**src/rtl/riscv_inst_decode_queue_if.sv**
```systemverilog
// Fetch-side enqueue, flush and issue-side decoded-head signals of the decode queue.
// The master drives requests and flush; the slave is the queue itself.
interface riscv_inst_decode_queue_if #(
    parameter int unsigned p_depth = 4,
    parameter int unsigned p_xlen  = 32
);
    localparam int unsigned CntW = $clog2(p_depth) + 1;

    logic              flush;
    logic              in_val;
    logic              in_rdy;
    logic [31:0]       in_msg;
    logic              out_val;
    logic              out_rdy;
    logic [31:0]       out_inst;
    logic [2:0]        out_fmt;
    logic [4:0]        out_rd;
    logic [4:0]        out_rs1;
    logic [4:0]        out_rs2;
    logic [2:0]        out_funct3;
    logic [6:0]        out_funct7;
    logic [p_xlen-1:0] out_imm;
    logic              out_illegal;
    logic [CntW-1:0]   count;

    modport master (
        output flush, in_val, in_msg, out_rdy,
        input  in_rdy, out_val, out_inst, out_fmt, out_rd, out_rs1, out_rs2,
        input  out_funct3, out_funct7, out_imm, out_illegal, count
    );

    modport slave (
        input  flush, in_val, in_msg, out_rdy,
        output in_rdy, out_val, out_inst, out_fmt, out_rd, out_rs1, out_rs2,
        output out_funct3, out_funct7, out_imm, out_illegal, count
    );
endinterface

```
**src/rtl/riscv_inst_decode_queue.sv**
```systemverilog
// Instruction decode queue: classifies each RISC-V word at enqueue and buffers the word,
// its format and its sign-extended immediate in a circular FIFO read directly by issue.
module riscv_inst_decode_queue #(
    parameter int unsigned p_depth = 4,
    parameter int unsigned p_xlen  = 32
) (
    input logic                      clk,
    input logic                      reset,
    riscv_inst_decode_queue_if.slave bus
);
    localparam int unsigned PtrW = $clog2(p_depth);
    localparam int unsigned CntW = $clog2(p_depth) + 1;
    localparam logic [CntW-1:0] Full = CntW'(p_depth);

    localparam logic [2:0] FmtR   = 3'd0;
    localparam logic [2:0] FmtI   = 3'd1;
    localparam logic [2:0] FmtS   = 3'd2;
    localparam logic [2:0] FmtSb  = 3'd3;
    localparam logic [2:0] FmtU   = 3'd4;
    localparam logic [2:0] FmtUj  = 3'd5;
    localparam logic [2:0] FmtIll = 3'd7;

    logic [31:0]       inst_mem [p_depth];
    logic [2:0]        fmt_mem  [p_depth];
    logic [p_xlen-1:0] imm_mem  [p_depth];
    logic              ill_mem  [p_depth];

    logic [PtrW-1:0] wr_ptr_q, rd_ptr_q;
    logic [CntW-1:0] count_q, count_d;

    logic [2:0]        dec_fmt;
    logic [31:0]       dec_imm32;
    logic [p_xlen-1:0] dec_imm;
    logic [31:0]       m;
    logic              enq, deq;

    assign m = bus.in_msg;

    always_comb begin
        dec_fmt = FmtIll;
        case (m[6:0])
            7'b0110011:                         dec_fmt = FmtR;
            7'b0010011, 7'b0000011, 7'b1100111: dec_fmt = FmtI;
            7'b0100011:                         dec_fmt = FmtS;
            7'b1100011:                         dec_fmt = FmtSb;
            7'b0110111, 7'b0010111:             dec_fmt = FmtU;
            7'b1101111:                         dec_fmt = FmtUj;
            default:                            dec_fmt = FmtIll;
        endcase
    end

    always_comb begin
        dec_imm32 = '0;
        case (dec_fmt)
            FmtI:    dec_imm32 = {{20{m[31]}}, m[31:20]};
            FmtS:    dec_imm32 = {{20{m[31]}}, m[31:25], m[11:7]};
            FmtSb:   dec_imm32 = {{19{m[31]}}, m[31], m[7], m[30:25], m[11:8], 1'b0};
            FmtU:    dec_imm32 = {m[31:12], 12'b0};
            FmtUj:   dec_imm32 = {{11{m[31]}}, m[31], m[19:12], m[20], m[30:21], 1'b0};
            default: dec_imm32 = '0;
        endcase
        // Widen to p_xlen: fill with the sign, then overlay the 32-bit value.
        dec_imm        = {p_xlen{dec_imm32[31]}};
        dec_imm[31:0]  = dec_imm32;
    end

    assign bus.in_rdy  = !reset && !bus.flush && (count_q < Full);
    assign bus.out_val = (count_q != '0);
    assign enq         = bus.in_val && bus.in_rdy;
    assign deq         = bus.out_val && bus.out_rdy;

    always_comb begin
        count_d = count_q;
        case ({enq, deq})
            2'b10:   count_d = count_q + CntW'(1);
            2'b01:   count_d = count_q - CntW'(1);
            default: count_d = count_q;
        endcase
    end

    always_ff @(posedge clk or posedge reset) begin
        if (reset) begin
            wr_ptr_q <= '0;
            rd_ptr_q <= '0;
            count_q  <= '0;
        end else if (bus.flush) begin
            wr_ptr_q <= '0;
            rd_ptr_q <= '0;
            count_q  <= '0;
        end else begin
            if (enq) wr_ptr_q <= wr_ptr_q + PtrW'(1);
            if (deq) rd_ptr_q <= rd_ptr_q + PtrW'(1);
            count_q <= count_d;
        end
    end

    // Entries are cleared on reset so the head fields read as zero afterwards.
    always_ff @(posedge clk or posedge reset) begin
        if (reset) begin
            for (int i = 0; i < int'(p_depth); i++) begin
                inst_mem[i] <= '0;
                fmt_mem[i]  <= '0;
                imm_mem[i]  <= '0;
                ill_mem[i]  <= 1'b0;
            end
        end else if (enq) begin
            inst_mem[wr_ptr_q] <= m;
            fmt_mem[wr_ptr_q]  <= dec_fmt;
            imm_mem[wr_ptr_q]  <= dec_imm;
            ill_mem[wr_ptr_q]  <= (dec_fmt == FmtIll);
        end
    end

    assign bus.out_inst    = inst_mem[rd_ptr_q];
    assign bus.out_fmt     = fmt_mem[rd_ptr_q];
    assign bus.out_imm     = imm_mem[rd_ptr_q];
    assign bus.out_illegal = ill_mem[rd_ptr_q];
    assign bus.out_rd      = inst_mem[rd_ptr_q][11:7];
    assign bus.out_rs1     = inst_mem[rd_ptr_q][19:15];
    assign bus.out_rs2     = inst_mem[rd_ptr_q][24:20];
    assign bus.out_funct3  = inst_mem[rd_ptr_q][14:12];
    assign bus.out_funct7  = inst_mem[rd_ptr_q][31:25];
    assign bus.count       = count_q;
endmodule
```
**src/flat_wrapper.sv**
```systemverilog
// flat-port wrapper written by rule: the top's interface ports become plain ports
module riscv_inst_decode_queue_flat 
#(
    parameter int unsigned p_depth = 4,
    parameter int unsigned p_xlen  = 32
)
  (clk, reset, bus_flush, bus_in_val, bus_in_msg, bus_out_rdy, bus_in_rdy, bus_out_val, bus_out_inst, bus_out_fmt, bus_out_rd, bus_out_rs1, bus_out_rs2, bus_out_funct3, bus_out_funct7, bus_out_imm, bus_out_illegal, bus_count);
  riscv_inst_decode_queue_if #(.p_depth(p_depth), .p_xlen(p_xlen)) bus_i ();
  input logic clk;
  input logic reset;
  input wire logic [$bits(bus_i.flush)-1:0] bus_flush;
  input wire logic [$bits(bus_i.in_val)-1:0] bus_in_val;
  input wire logic [$bits(bus_i.in_msg)-1:0] bus_in_msg;
  input wire logic [$bits(bus_i.out_rdy)-1:0] bus_out_rdy;
  output wire logic [$bits(bus_i.in_rdy)-1:0] bus_in_rdy;
  output wire logic [$bits(bus_i.out_val)-1:0] bus_out_val;
  output wire logic [$bits(bus_i.out_inst)-1:0] bus_out_inst;
  output wire logic [$bits(bus_i.out_fmt)-1:0] bus_out_fmt;
  output wire logic [$bits(bus_i.out_rd)-1:0] bus_out_rd;
  output wire logic [$bits(bus_i.out_rs1)-1:0] bus_out_rs1;
  output wire logic [$bits(bus_i.out_rs2)-1:0] bus_out_rs2;
  output wire logic [$bits(bus_i.out_funct3)-1:0] bus_out_funct3;
  output wire logic [$bits(bus_i.out_funct7)-1:0] bus_out_funct7;
  output wire logic [$bits(bus_i.out_imm)-1:0] bus_out_imm;
  output wire logic [$bits(bus_i.out_illegal)-1:0] bus_out_illegal;
  output wire logic [$bits(bus_i.count)-1:0] bus_count;
  assign bus_i.flush = bus_flush;
  assign bus_i.in_val = bus_in_val;
  assign bus_i.in_msg = bus_in_msg;
  assign bus_i.out_rdy = bus_out_rdy;
  assign bus_in_rdy = bus_i.in_rdy;
  assign bus_out_val = bus_i.out_val;
  assign bus_out_inst = bus_i.out_inst;
  assign bus_out_fmt = bus_i.out_fmt;
  assign bus_out_rd = bus_i.out_rd;
  assign bus_out_rs1 = bus_i.out_rs1;
  assign bus_out_rs2 = bus_i.out_rs2;
  assign bus_out_funct3 = bus_i.out_funct3;
  assign bus_out_funct7 = bus_i.out_funct7;
  assign bus_out_imm = bus_i.out_imm;
  assign bus_out_illegal = bus_i.out_illegal;
  assign bus_count = bus_i.count;
  riscv_inst_decode_queue #(.p_depth(p_depth), .p_xlen(p_xlen)) u_core (.clk(clk), .reset(reset), .bus(bus_i));
endmodule
```
**config.mk**
```make
export PLATFORM = sky130hd
export DESIGN_NAME = riscv_inst_decode_queue_flat
export DESIGN_NICKNAME = d
export VERILOG_FILES = /design/src/rtl/riscv_inst_decode_queue_if.sv /design/src/rtl/riscv_inst_decode_queue.sv /design/src/flat_wrapper.sv
export SDC_FILE = /design/constraint.sdc
export NUM_CORES = 1
export LEC_CHECK = 0
export BUFFER_PORTS_ARGS = -buffer_cell sky130_fd_sc_hd__clkbuf_2
export CAP_MARGIN = 25
export CORE_MARGIN = 4
export CORE_UTILIZATION = 59
export DETAILED_ROUTE_END_ITERATION = 10
export PLACE_DENSITY = 0.81
export REMOVE_ABC_BUFFERS = 1
export SLEW_MARGIN = 20
export SYNTH_ARGS = -nofsm -noshare
export SYNTH_HDL_FRONTEND = slang
export SYNTH_SLANG_ARGS = --single-unit
export TNS_END_PERCENT = 20
```
**constraint.sdc**
```tcl
create_clock -name clk -period 8.87 [get_ports clk]
set_input_delay 0 -clock clk [delete_from_list [all_inputs] [get_ports clk]]
set_output_delay 0 -clock clk [all_outputs]
set_load 0.005 [all_outputs]
```
==> results.json, run 1 <==
{
  "run_status": "finished clean",
  "fp.dieW_microns": 155,
  "post_dp_cell_area_sq_um": 13200,
  "dr.first_iter.drc_count": 883,
  "clk_pin_slew_ns": 0.06,
  "relSlewSlack": 0.267,
  "numClockSinks": 279,
  "synth.most_common_cell": "nand2_1",
  "detailed_place_hpwl_microns": 18800,
  "place_congestion": 0.800,
  "first_global_vias": 9728,
  "post_synth_main_area_contributors": "dfrtp_1 55%, nand2_1 13%, mux4_2 12%, a221o_1 2.5%, nor2_1 2.2%",
  "worstSkewPairLatency_ns": 0.55,
  "clockRootBuffer": "clkbuf_16",
  "setup_viol": 0,
  "route.top_layer_used": "met4",
  "worst_ir_drop_vdd_mv": 0.226,
  "synth.yosys.seq_area_share": 0.549,
  "final.min_clock_period_ns": 3.33,
  "finalHoldViolCount": 0,
  "grt_start_max_net_pins": 129,
  "seq_area_sq_um": 6990,
  "grt_first_pass_wirelength_microns": 51300,
  "drt_antenna_net_count": 0,
  "vias_per_cell": 6.00,
  "final_util": 0.691,
  "num_antenna_cells": 0,
  "placement.io_buffers": 134,
  "finalWirelength_microns": 31600,
  "synthDominantAreaCellType": "dfrtp_1",
  "clock_tree_from_tritoncts": "built",
  "dp_cells": 1521,
  "cts_max_level": 1,
  "syn_warnings": 0,
  "largest_fanout_of_any_net_on_the_critical_path": 62,
  "die_h_microns": 155,
  "drc": 0,
  "maximum_clock_skew_at_final_layout_ns": 0.00862,
  "grt_antenna_before_repair": 0,
  "end_kind": "flop",
  "leakage_nw": 7.18,
  "synth_edf_count": 0,
  "rsz0062_at_grt": "false",
  "clockBufferDepth": 3,
  "cap_viol_max_count": 0,
  "totalNegativeSetupSlack_ns": 0,
  "area_growth_pct": 14.5,
  "arrival_ns": 3.73,
  "route.layer.met1.wl_microns": 12900,
  "met2RoutedLength_microns": 15500,
  "avgRoutedWirePerCell_microns": 19.6,
  "pin_count": 135,
  "nFillCells": 1552,
  "grt.total_usage": 0.264,
  "routed-via-count": 9684,
  "post_cts_resized": 0,
  "coreArea_sq_um": 21100,
  "ys_ff_latch": 279,
  "floorplan.die_area_sq_um": 24000,
  "global_route.overflow_total": 0,
  "layout.cells.non_filler": 1614,
  "synthDominantCellAreaShare": 0.549,
  "route.met3.wl_microns": 2530,
  "cp_data_required_time_ns": 9.26,
  "type_of_the_most_critical_hold_path": "input pin to asynchronous set/reset pin",
  "syn_inst": 1217,
  "power.density_cell_area_nw_per_um2": 269,
  "starting_density": 0.603,
  "finalInstanceArea_sq_um": 14600,
  "final.period_utilization": 0.376,
  "worst_setup_path_start_kind": "flop",
  "clock.fmax_mhz": 300,
  "synth.cell_area_sq_um": 12700,
  "finalMaxSlewViolations": 0,
  "synthDistinctLibCells": 46,
  "fraction_of_final_layout_cells_sized_beyond_drive_strength_1": 0.213,
  "numCtsBuffers": 29,
  "asyncSetResetFlopFracSynth": 1.00,
  "worstSetupPathType": "flop to flop",
  "worst-slew-pin-transition_ns": 1.10,
  "nets_final": 1358,
  "row_count": 53,
  "multiInputGateArea_sq_um": 5070,
  "netlist_top_cells_count": "443 x nand2_1, 279 x dfrtp_1, 76 x nor2_1, 68 x mux4_2, 56 x a21oi_1",
  "synth-main-ff-cell": "dfrtp_1",
  "drt_first_pass_iters": 5,
  "synthesized_area_per_cell_sq_um": 10.5
}
-- logic make-up after synthesis --
kind of cell    synth area share
mux                        0.124
flops                      0.549
buf+inv                   0.0532
fa+ha+maj                0.00551
compound gates            0.0891
simple gates               0.177
xor+xnor                 0.00275
-- final timing paths --
check	startpoint	cells after the start	to	slack [ns]
worst min-delay path	reset	3	u_core.bus.count[2]	0.21
worst max-delay path	u_core.bus.count[2]	4	u_core.imm_mem[28]	5.54
worst min register to register	u_core.inst_mem[36]	2	u_core.inst_mem[36]	0.47
min in group clk	bus_in_msg[10]	4	u_core.inst_mem[106]	0.29
max in group asynchronous	reset	5	u_core.inst_mem[89]	7.27
worst max register to register	u_core.bus.count[2]	4	u_core.imm_mem[28]	5.54
-- area by class of cell --
cell class / instances / share of cell area
timing repair buffer: 183 / 0.0811
clock inverter: 12 / 0.00825
tap: 275 / 0.0236
inverter: 5 / 0.00180
clock buffer: 42 / 0.0573
multi-input combinational: 818 / 0.348
sequential: 279 / 0.480
-- through the flow --
| step | power, mW | hold slack [ns] | setup WS [ns] |
|---|---|---|---|
| 6_report | 3.92 | 0.212 | 5.54 |
| 5_1_grt | 4.10 | 0.314 | 5.26 |
| 4_1_cts | 3.92 | 0.276 | 5.53 |
| 3_5_place_dp | 2.70 | 0.298 | 5.52 |
| 3_3_place_gp | 2.65 | 0.292 | 5.76 |
| 2_1_floorplan | 2.27 | 0.0300 | 1.18 |
-- flip-flops by register name, indices dropped and copies added, names as in the netlist --
register          flops
u_core.wr_ptr_q       2
u_core.ill_mem        4
u_core.inst_mem     128
u_core.rd_ptr_q       2
u_core.bus.count      3
u_core.imm_mem      128
u_core.fmt_mem       12
-- per-layer routing --
layer,vias up,GRT usage
met3,49,0.0353
met5,-,0
met4,0,0.0782
met1,4905,0.381
li1,4299,-
met2,431,0.429
-- report_power, final --
| part | internal (mW) | switching [mW] | leakage [nW] |
|---|---|---|---|
| registers | 1.51 | 0.176 | 3.73 |
| logic | 0.530 | 0.486 | 2.98 |
| clock network | 0.711 | 0.502 | 0.473 |
| total | 2.75 | 1.16 | 7.18 |
-- timing repair --
item / in CTS / in global routing
hold buffers: 36 / 0
setup buffers: 0 / 0
endpoints found under the hold margin: 384 / 0
-- cell usage in the layout, fill, tap and decap left out, drive strengths merged, types with 2 or more instances in the layout --
cell         instances
a21oi               60
a221o               32
a31oi               17
and2                 6
and3                 2
and3b                2
buf                 13
bufinv               2
clkbuf             176
clkinv               8
dfrtp              279
dlygate4sd3         36
ha                   4
inv                  6
mux2                 2
mux2i                2
mux4                68
nand2              447
nand2b               2
nand3                5
nand4b               2
nor2                80
nor2b                3
nor3                 4
nor3b                2
nor4                 2
o211ai               4
o21a                 2
o21ai               54
xnor2                2
xor2                 2
-- critical path, cell delays in order, from the launching register on --
cell and delay [ns]:
dfrtp_1 0.46, nor4b_4 0.91, nand2_4 0.64, a21oi_1 0.97
a21oi_1 0.18
No activity file was read; power rests on OpenSTA's default activity.
==> inputs of run 2 (changes only) <==
--- a/config.mk
+++ b/config.mk
@@ -8,9 +8,9 @@
 export BUFFER_PORTS_ARGS = -buffer_cell sky130_fd_sc_hd__clkbuf_2
 export CAP_MARGIN = 25
 export CORE_MARGIN = 4
-export CORE_UTILIZATION = 59
+export CORE_UTILIZATION = 53
 export DETAILED_ROUTE_END_ITERATION = 10
-export PLACE_DENSITY = 0.81
+export PLACE_DENSITY = 0.77
 export REMOVE_ABC_BUFFERS = 1
 export SLEW_MARGIN = 20
 export SYNTH_ARGS = -nofsm -noshare
==> constraint.sdc (replaced) <==
create_clock -name clk -period 2.9 [get_ports clk]
set_input_delay 0 -clock clk [delete_from_list [all_inputs] [get_ports clk]]
set_output_delay 0 -clock clk [all_outputs]
set_load 0.005 [all_outputs]
==> run 2 against run 1 <==
Net effect:
- highest routed layer unchanged
- setup slack worse by 5.1 ns
- critical path depth down 1
- register-to-register slack worse by 4.8 ns
- hold slack worse by 0.15 ns
- total power rose to 3.1 times the previous value
- sequential power rose to 3.1 times the previous value
- sequential cell count unchanged
- clock-buffer cell count up 4
- sequential share of layout area down 1.0 points
- via count down 0.60%
- non-clock buffer count up 13
- largest power group unchanged
==> results.json, run 2 (synthesis results as in run 1) <==
{
  "run_status": "finished clean",
  "worstSetupPathType": "flop to output port",
  "finalMaxSlewViolations": 0,
  "clockRootBuffer": "clkbuf_16",
  "end_kind": "output port",
  "grt_start_max_net_pins": 98,
  "worstSkewPairLatency_ns": 0.55,
  "worst_setup_path_start_kind": "flop",
  "gr-usage-met3": 0.0352,
  "critPathMaxStageDelay_ns": 0.90,
  "worst-slew-pin-transition_ns": 0.837,
  "final_util": 0.632,
  "pin_count": 135,
  "row_count": 56,
  "nFillCells": 1859,
  "setup.reg_to_reg.worst_slack_ns": 0.69,
  "first_global_vias": 9877,
  "worst_hold_startpoint": "bus_in_val",
  "grt.total_usage": 0.247,
  "arrival_ns": 2.50,
  "fraction_of_final_layout_cells_sized_beyond_drive_strength_1": 0.222,
  "numClockSinks": 279,
  "fp.dieW_microns": 163,
  "clock.fmax_mhz": 401,
  "largest_fanout_of_any_net_on_the_critical_path": 36,
  "avgRoutedWirePerCell_microns": 19.2,
  "grtUsageMet2": 0.408,
  "grt_first_pass_wirelength_microns": 52700,
  "worst_hold_path.num_cells": 5,
  "layout.cells.non_filler": 1671,
  "report.power.total_mw": 12.3,
  "detailed_place_hpwl_microns": 19900,
  "floorplan.die_area_sq_um": 26600,
  "r2r_cells": 7,
  "area_growth_pct": 16.9,
  "postCtsSetupBuffers": 0,
  "final.min_clock_period_ns": 2.50,
  "crit-reg2reg-launch": "u_core.bus.count[2]",
  "maximum_clock_skew_at_final_layout_ns": 0.0142,
  "cap_viol_max_count": 0,
  "clk_pin_slew_ns": 0.06,
  "global_route.overflow_total": 0,
  "grt_antenna_before_repair": 0,
  "coreArea_sq_um": 23500,
  "dr.first_iter.drc_count": 955,
  "numCtsBuffers": 30,
  "drc": 0,
  "place_congestion": 0.792,
  "placement.io_buffers": 134,
  "cts_max_level": 1,
  "nets_final": 1372,
  "dp_cells": 1581,
  "relSlewSlack": 0.441,
  "reg_top3": "u_core.imm_mem x128, u_core.inst_mem x128, u_core.fmt_mem x12",
  "drt_antenna_net_count": 0,
  "clock_tree_from_tritoncts": "built",
  "finalHoldWorstSlack_ns": 0.0657,
  "die_h_microns": 163,
  "finalWirelength_microns": 32100,
  "routed-via-count": 9626,
  "rsz0062_at_grt": "false",
  "hold_worst_path_end": "u_core.bus.count[2]",
  "power.density_cell_area_nw_per_um2": 826,
  "r2r_end": "u_core.bus.count[2]",
  "type_of_the_most_critical_hold_path": "input pin to flop",
  "finalHoldViolCount": 0,
  "vias_per_cell": 5.76,
  "final.period_utilization": 0.861,
  "layout.cells.most_common": "nand2_1",
  "seq_area_sq_um": 6990,
  "grtUsageMet1": 0.351,
  "worst-path-buf-inv": 2,
  "drt_first_pass_iters": 5,
  "critPathTopFamily": "flip-flops",
  "cp_data_required_time_ns": 2.90,
  "layout_common_cells": "443 x nand2_1, 277 x dfrtp_1, 134 x clkbuf_2",
  "multiInputGateArea_sq_um": 5070,
  "setup_viol": 0,
  "worst_ir_drop_vdd_mv": 0.460,
  "cp_cell_sequence": "buf_4 -> mux4_2 -> clkbuf_2",
  "leakage_nw": 7.31,
  "starting_density": 0.540,
  "num_antenna_cells": 0,
  "slowest_stage": "dfrtp_4",
  "clockBufferDepth": 3,
  "busiest_layer": "met2"
}
run 2: routing by layer:
layer  routed length (microns)  vias to the layer above
li1                          -                     4330
met1                     13600                     4872
met2                     15800                      372
met3                      2070                       52
met4                       699                        0
met5                         0                        -
run 2: how the worst max path moves through the flow:
stage | startpoint | to | slack, ns | cells after the start
5_1_grt | u_core.rd_ptr_q[0] | bus_out_illegal | 0.26 | 3
6_report | u_core.rd_ptr_q[0] | bus_out_illegal | 0.40 | 3
4_1_cts | u_core.rd_ptr_q[0] | bus_out_imm[14] | 0.35 | 3
3_3_place_gp | u_core.bus.count[2] | u_core.bus.count[2] | 0.70 | 7
2_1_floorplan | reset | u_core.bus.count[0] | -4.79 | 1
3_5_place_dp | u_core.bus.count[2] | u_core.bus.count[2] | 0.69 | 7
run 2: area by class of cell:
| type | instances | share of cell area |
|---|---|---|
| Tap cell | 319 | 0.0268 |
| Clock inverter | 8 | 0.00816 |
| Multi-Input combinational cell | 818 | 0.341 |
| Clock buffer | 46 | 0.0627 |
| Inverter | 5 | 0.00177 |
| Sequential cell | 279 | 0.470 |
| Timing Repair Buffer | 196 | 0.0900 |
run 2: through the flow:
stage | setup TNS (ns) | setup slack (ns) | cell area (sq um)
2_1_floorplan | -1386.72 | -4.79 | 12100
5_1_grt | 0 | 0.263 | 14900
3_3_place_gp | 0 | 0.703 | 13500
4_1_cts | 0 | 0.347 | 14900
6_report | 0 | 0.404 | 14900
3_5_place_dp | 0 | 0.690 | 13500
run 2: power by group:
part	internal (mW)	total (mW)	switching, mW
Combinational	1.66	3.12	1.45
Sequential	4.62	5.17	0.549
Clock	2.47	4.01	1.54
Total	8.75	12.3	3.54
run 2: worst reg2reg max path, cell delays in order, from the launching register on:
cell and delay [ns]:
dfrtp_1 0.46, nor4b_4 0.30, buf_4 0.28, nor2b_1 0.10, fa_1 0.38, nand2_1 0.07
a2bb2oi_1 0.17, mux2_2 0.34
run 2: repair_timing:
| item | in CTS | in global routing |
|---|---|---|
| hold buffers | 36 | 0 |
| hold endpoints to repair | 349 | 0 |
| resized for setup | 0 | 0 |
